File: src/rtl/xgmii_rx_tlp_framer.sv
// Drains the XGMII-RX FIFO into a 64-bit AXI4-Stream TLP interface, dropping gap words,
// tagging tkeep/tlast and truncating TLPs that exceed MAX_BEATS.
module xgmii_rx_tlp_framer #(
  parameter logic [9:0] MAX_BEATS = 10'd130,
  parameter logic       BYTE_SWAP = 1'b0
) (
  input  logic        clk,
  input  logic        sys_rst_n,
  input  logic [71:0] dout,
  input  logic        empty,
  output logic        rd_en,
  output logic [63:0] s_axis_tx_tdata,
  output logic [7:0]  s_axis_tx_tkeep,
  output logic        s_axis_tx_tlast,
  output logic        s_axis_tx_tvalid,
  input  logic        s_axis_tx_tready,
  output logic [15:0] tlp_count,
  output logic [7:0]  trunc_count,
  output logic        busy
);

  localparam int unsigned DATA_W  = 64;
  localparam int unsigned KEEP_W  = 8;
  localparam int unsigned BEAT_W  = 10;
  localparam int unsigned TLP_CW  = 16;
  localparam int unsigned TRUNC_W = 8;

  typedef struct packed {
    logic [DATA_W-1:0] data;
    logic [KEEP_W-1:0] keep;
    logic              last;
  } beat_t;

  typedef enum logic [1:0] {IDLE, DATA, DROP} state_t;

  state_t            state_q, state_d;
  logic [BEAT_W-1:0] beat_q, beat_d, nxt_beat;
  beat_t             head_q, skid_q, new_beat;
  logic              head_vld, skid_vld;
  logic              run_q, rd_inflight;
  logic              push, pop, trunc;
  logic [1:0]        occ_eff;
  logic              unused_bits;

  function automatic logic [DATA_W-1:0] dw_swap(input logic [DATA_W-1:0] d);
    return {d[39:32], d[47:40], d[55:48], d[63:56], d[7:0], d[15:8], d[23:16], d[31:24]};
  endfunction

  assign unused_bits = ^{dout[71:68], dout[66]};

  // Occupancy after this cycle's pop; a read issued now lands in the buffer next cycle.
  assign pop     = head_vld & s_axis_tx_tready;
  assign occ_eff = 2'(head_vld) + 2'(skid_vld) - 2'(pop);
  assign rd_en   = run_q & ~empty & ((occ_eff + 2'(rd_inflight)) < 2'd2);

  assign s_axis_tx_tdata  = head_q.data;
  assign s_axis_tx_tkeep  = head_q.keep;
  assign s_axis_tx_tlast  = head_q.last;
  assign s_axis_tx_tvalid = head_vld;

  // State register
  always_ff @(posedge clk or negedge sys_rst_n) begin
    if (!sys_rst_n) begin
      state_q <= IDLE;
      beat_q  <= '0;
      busy    <= 1'b0;
    end else begin
      state_q <= state_d;
      beat_q  <= beat_d;
      busy    <= (state_d != IDLE);
    end
  end

  // Framing decisions for the word returned by the FIFO this cycle
  always_comb begin
    state_d       = state_q;
    beat_d        = beat_q;
    push          = 1'b0;
    trunc         = 1'b0;
    nxt_beat      = (state_q == IDLE) ? BEAT_W'(1) : beat_q + BEAT_W'(1);
    new_beat.data = BYTE_SWAP ? dw_swap(dout[63:0]) : dout[63:0];
    new_beat.keep = dout[67] ? 8'hFF : 8'h0F;
    new_beat.last = dout[65];
    if (rd_inflight && dout[64]) begin
      unique case (state_q)
        IDLE, DATA: begin
          push   = 1'b1;
          beat_d = nxt_beat;
          if (dout[65]) begin
            state_d = IDLE;
          end else if (nxt_beat >= MAX_BEATS) begin
            trunc         = 1'b1;
            new_beat.last = 1'b1;
            state_d       = DROP;
          end else begin
            state_d = DATA;
          end
        end
        DROP: if (dout[65]) state_d = IDLE;
        default: state_d = IDLE;
      endcase
    end
  end

  // Two-entry skid buffer (head drives the stream) plus counters
  always_ff @(posedge clk or negedge sys_rst_n) begin
    if (!sys_rst_n) begin
      run_q       <= 1'b0;
      rd_inflight <= 1'b0;
      head_q      <= '0;
      skid_q      <= '0;
      head_vld    <= 1'b0;
      skid_vld    <= 1'b0;
      tlp_count   <= '0;
      trunc_count <= '0;
    end else begin
      run_q       <= 1'b1;
      rd_inflight <= rd_en;
      if (trunc && trunc_count != 8'hFF) trunc_count <= trunc_count + TRUNC_W'(1);
      if (pop && head_q.last) tlp_count <= tlp_count + TLP_CW'(1);
      if (pop) begin
        if (skid_vld) begin
          head_q <= skid_q;
          if (push) skid_q <= new_beat;
          else skid_vld <= 1'b0;
        end else if (push) begin
          head_q <= new_beat;
        end else begin
          head_vld <= 1'b0;
        end
      end else if (!head_vld) begin
        if (push) begin
          head_q   <= new_beat;
          head_vld <= 1'b1;
        end
      end else if (push) begin
        skid_q   <= new_beat;
        skid_vld <= 1'b1;
      end
    end
  end

endmodule

File: config.mk
export PLATFORM = sky130hd
export DESIGN_NAME = xgmii_rx_tlp_framer
export DESIGN_NICKNAME = d
export VERILOG_FILES = /design/src/rtl/xgmii_rx_tlp_framer.sv
export SDC_FILE = /design/constraint.sdc
export NUM_CORES = 1
export LEC_CHECK = 0
export ABC_AREA = 0
export ABC_CLOCK_PERIOD_IN_PS = 8600
export BUFFER_PORTS_ARGS = -buffer_cell sky130_fd_sc_hd__buf_2
export CAP_MARGIN = 40
export CELL_PAD_IN_SITES_DETAIL_PLACEMENT = 1
export CELL_PAD_IN_SITES_GLOBAL_PLACEMENT = 1
export CORE_ASPECT_RATIO = 2
export CORE_MARGIN = 3
export CORE_UTILIZATION = 47
export CTS_BUF_LIST = sky130_fd_sc_hd__clkbuf_2 sky130_fd_sc_hd__clkbuf_4 sky130_fd_sc_hd__clkbuf_8
export CTS_CLUSTER_SIZE = 16
export DETAILED_ROUTE_END_ITERATION = 8
export HOLD_SLACK_MARGIN = 0.15
export PLACE_DENSITY = 0.9
export SYNTH_ARGS = -nofsm -noshare
export SYNTH_HDL_FRONTEND = slang
export SYNTH_SLANG_ARGS = --single-unit
File: constraint.sdc
create_clock -name clk -period 8.6 [get_ports clk]
set_input_delay 2.58 -clock clk [delete_from_list [all_inputs] [get_ports clk]]
set_output_delay 2.58 -clock clk [all_outputs]
set_load 0.02 [all_outputs]
**Yosys cells after proc, flatten, opt, wreduce, memory -nomap -nowiden**

Cells that the tools add are included.

- ROM bits: 0
- RAM bits: 0
- Bits in latches: 0
- Flip-flop bits (word level): 187
- Memories: 0
- Word-level logic and storage cells: 79
- Input bits: 76

- $add $sub $neg: 6
- Bitwise logic cells: 4
- Reductions and logical operators: 12
- Multipliers: 0
- $lt $le $gt $ge: 2
- Muxes and demuxes: 33
- Eq/ne operators: 7
- Divide/modulo/power cells: 0
- Shift operators: 0

Operators with widths:

| kind | count |
|---|---|
| two-way mux 73 bit | 8 |
| two-way mux 1 bit | 18 |
| adder 16 x 1 -> 16 bit, second input constant | 1 |
| adder 10 x 1 -> 10 bit, second input constant | 1 |
| greater-or-equal comparator 10 x 8 -> 1 bit, second input constant | 1 |
| two-way mux 10 bit | 1 |
| adder 8 x 1 -> 8 bit, second input constant | 1 |
| two-way mux 2 bit | 4 |
| two-way mux 8 bit | 1 |
| != test 8 bit, second input constant | 1 |
| AND reduction 2 bit | 4 |
| != test 2 bit, second input constant | 3 |
| nonzero test 2 bit | 3 |
| one-hot mux 2 bit (2 select lines) | 1 |
| bitwise AND 1 bit | 3 |
| logical AND 1 bit | 3 |
| adder 1 x 1 -> 2 bit | 1 |
| adder 2 x 1 -> 2 bit | 1 |
| == test 2 x 1 -> 1 bit, second input constant | 1 |
| == test 2 bit, second input constant | 1 |
| logical NOT 2 bit | 1 |
| less-than comparator 2 bit, second input constant | 1 |
| != test 2 x 1 -> 1 bit, second input constant | 1 |
| OR reduction 2 bit | 1 |
| 2 further kinds | 2 |

**Logic depth before layout (Yosys ltp)**

- Depth in word-level cells: 10
- Mapped depth: 10
- Gate-level depth less buffers: 8

**Worst setup path before layout**

OpenSTA, ideal clock, no wires.

- Path type: input port to output port
- Start point: input s_axis_tx_tready
- End point: output rd_en
- Data arrival time: 4087 ps
- Slack: 1933 ps
- Path buffers: 0
- Stages on the path: 8
- Cell sequence: nand2_1 -> inv_2 -> ha_1 -> inv_1 -> ha_1 -> a21oi_1 -> xnor2_1 -> nor3b_1

- Longest elaborated chain between the ends: 5

RTL lines:

| element | line | RTL |
|---|---|---|
| from (decl) | 16 | `input logic s_axis_tx_tready,` |
| bitwise AND 1 bit | 52 | `assign pop = head_vld & s_axis_tx_tready;` |
| subtractor 2 x 1 -> 2 bit | 53 | `assign occ_eff = 2'(head_vld) + 2'(skid_vld) - 2'(pop);` |
| adder 2 x 1 -> 2 bit | 54 | `assign rd_en = run_q & ~empty & ((occ_eff + 2'(rd_inflight)) < 2'd2);` |
| less-than comparator 2 bit | 54 |  |
| bitwise AND 1 bit | 54 |  |
| to (decl) | 11 | `output logic rd_en,` |

Every way passes these cells.

**Worst setup path after layout**

Ends and elaborated chain as after synthesis.

==> results.md <==
- Area Growth Syn to Fin: 19.1%
- Pleak: 4.43 nW
- Fill count: 1,798
- Initial Utilization: 48.4%
- Number of instances in the placed design: 1,073
- Largest family of logic cells by synthesized area: simple AND/OR/NAND/NOR gates
- Tmin final: 6920 ps
- WP data required: 6020 ps
- Yosys top cell by area: dfrtp_1
- Final period util: 80.4%
- Detailed Place HPWL: 15,100 um
- Slew HR: 48.5%
- Initial antenna violation count: 3
- Die X-Extent: 96.9 um
- Fmax: 145 MHz
- Yosys top cell area share: 58.4%
- Final Wtd Congestion: 0.789
- DIE AREA: 18,200 sq um
- Endpoint type of the worst setup path: output pin
- Syn_area_per_cell: 10.6 sq um
- Run status: finished clean
- Startpoint types: input pin
- PwrDens: 243 nW/um^2
- Grt met2 use: 46.4%
- Final Skew: 14.0 ps
- GR Util met3: 4.43%
- Yosys reg bits: 181
- Starting DRT DRC Count: 217
- Routed WL: 21,500 um
- WP data arrival: 4340 ps
- Synth Area in Compound Gates: 9.33%
- Global-route wire length before repair: 34,800 um
- Finished Cell Area: 9250 sq um
- Slew @ Worst Pin: 772 ps
- I/O pin count: 176
- Worst Hold Class: flip-flop to flip-flop
- Root Driver: clkbuf_8
- WL/cell: 19.4 um
- Nets: 973
- Post-synth EDFFs: 0
- Total Neg Setup Slack: 0 ps
- Xor/xnor cell area share of the yosys netlist: 2.71%
- # hold bufs at CTS: 0
- Synth area leaders: dfrtp_1 58%, mux2_2 7.5%, nand2_1 7.3%, a31oi_1 5.3%, nor2_1 4.2%
- Layout cells sized above 1: 30.8%
- Vias per cell: 5.53
- Worst vdd ir: 0.162 mV
- Max Cap Violations: 0
- Pin count of the biggest net entering global routing: 74
- Sequential cell area fraction in the yosys report: 58.4%
- H-tree levels: 4
- Number of global-route vias before repair: 6,872
- Core box area: 16,000 sq um
- Most used routing layer in global routing: met2
- Antenna viol nets, final: 0
- Placed Instance Area: 8860 sq um
- Post-synthesis simple-gate area fraction: 16.0%
- Async set-reset flop share out of synthesis: 100%
- Utilization after layout: 57.7%
- Die H: 188 um
- Fin Hold WS: 468 ps
- Routed via count: 6,124
- Synth unique cells: 48
- Clock Latency Late Sink: 450 ps
- Mapped Cells: 733
- Placement Setup Slack: 1690 ps
- Synth Area in Adders: 0.967%
- All-Layer GR Usage: 23.9%
- Grt ovf: 0
- Main synth FF type: dfrtp_1
- CTS tree: yes
- Max-slew violation count: 0
- Syn_nets: 815
- CTS sink cnt: 181
- DRC: 0
- Hold Violations, Final: 0
- WS Path Type: input pin to output pin
- Worst-path clk slew: 100 ps
- Port bufs: 170
- Yosys warning count: 0
- Core Rows: 65
- Layout Cells excl Fill: 1,107
- Max clock buf depth: 2
- Resize count post-CTS: 0
- Post-synthesis mux area share: 10.0%
- Max Fanout on Critical Path: 5
- Final worst setup slack: 1680 ps
- Synth Cell Area: 7760 sq um
- 1st-pass router iterations: 4
- # Post-CTS Setup Buffers: 0
- Tot Pwr: 2.24 mW
- Met1 Use GR: 23.1%
- CTS Buf Count: 17
- Final setup viols: 0
- RSZ-0062 raised after global routing: false
-- where the power goes --
group,switching (mW),internal (mW)
clock network,0.307,0.256
logic,0.324,0.208
registers,0.119,1.03
total,0.750,1.49
-- area by class of cell --
type	count	area, sq um	area share (%)
Tap cell	201	251	2.72
Timing Repair Buffer	180	985	10.6
Sequential cell	181	4530	49.0
Multi-Input combinational cell	503	3060	33.1
Antenna cell	3	7.51	0.0812
Inverter	8	30.0	0.325
Clock inverter	10	98.8	1.07
Clock buffer	21	283	3.06
-- registers in the layout (all words and copies together), names as in the netlist --
| name | count |
|---|---|
| trunc_count | 8 |
| rd_inflight | 1 |
| s_axis_tx_tlast | 1 |
| beat_q | 10 |
| skid_q | 67 |
| state_q | 2 |
| s_axis_tx_tkeep | 8 |
| run_q | 1 |
| skid_vld | 1 |
| s_axis_tx_tvalid | 1 |
| tlp_count | 16 |
| s_axis_tx_tdata | 64 |
| busy | 1 |
-- cells in the final DEF, fill, tap and decap left out, drive strengths merged, types with 9 or more instances in the layout --
master  count
buf       180
nand2     150
xor2       11
xnor2      13
nand3      18
inv         9
a31oi      66
dfrtp     181
o21ai      14
a21oi      10
mux2       68
nor2       86
nor3       10
clkbuf     21
-- critical path: stages --
cell     delay, ps
buf_2          130
nand2_1        160
inv_2          100
ha_1           280
inv_1           40
ha_1           270
a21oi_1        190
xnor2_1        100
nor3b_1        260
buf_2          220
-- per-layer routing --
metal  vias up  routed length (um)
met5         -                   0
met4         0                1010
met3        55                 732
met2       154               12400
met1      3090                7370
li1       2825                   -
-- synth_stat cells (all sizes together) (4+ instances only) --
cell type,n
nand4,4
o21a,4
a31oi,66
o22a,5
nand3,18
clkbuf,31
nor2,86
xor2,11
nor3,10
mux2,68
inv,7
xnor2,13
nand2,150
a21oi,10
buf,10
dfrtp,181
and3,5
o21ai,14
ha,6
-- kinds of logic (layout without fill, tap and decap cells) --
logic type,count (synthesis),after routing
buffers and inverters,49,219
muxes,69,69
DFF,181,181
AOI/OAI and AO/OA,113,113
other,1,4
adders and majority gates,6,6
and+or+nand+nor,290,290
xor gates and xnor gates,24,24
-- worst paths after layout --
| check | from | end | slack, ps | depth (start not counted) |
|---|---|---|---|---|
| setup / recovery | s_axis_tx_tready | rd_en | 1680 | 10 |
| hold / removal | tlp_count[15] | tlp_count[15] | 470 | 1 |
| setup reg to reg | beat_q[0] | trunc_count[1] | 6010 | 8 |
| hold reg to reg | tlp_count[15] | tlp_count[15] | 470 | 1 |
| max in group asynchronous | sys_rst_n | skid_q[23] | 5350 | 4 |
| min in group asynchronous | sys_rst_n | trunc_count[5] | 2030 | 1 |
Power figures use the tool's default switching activity.
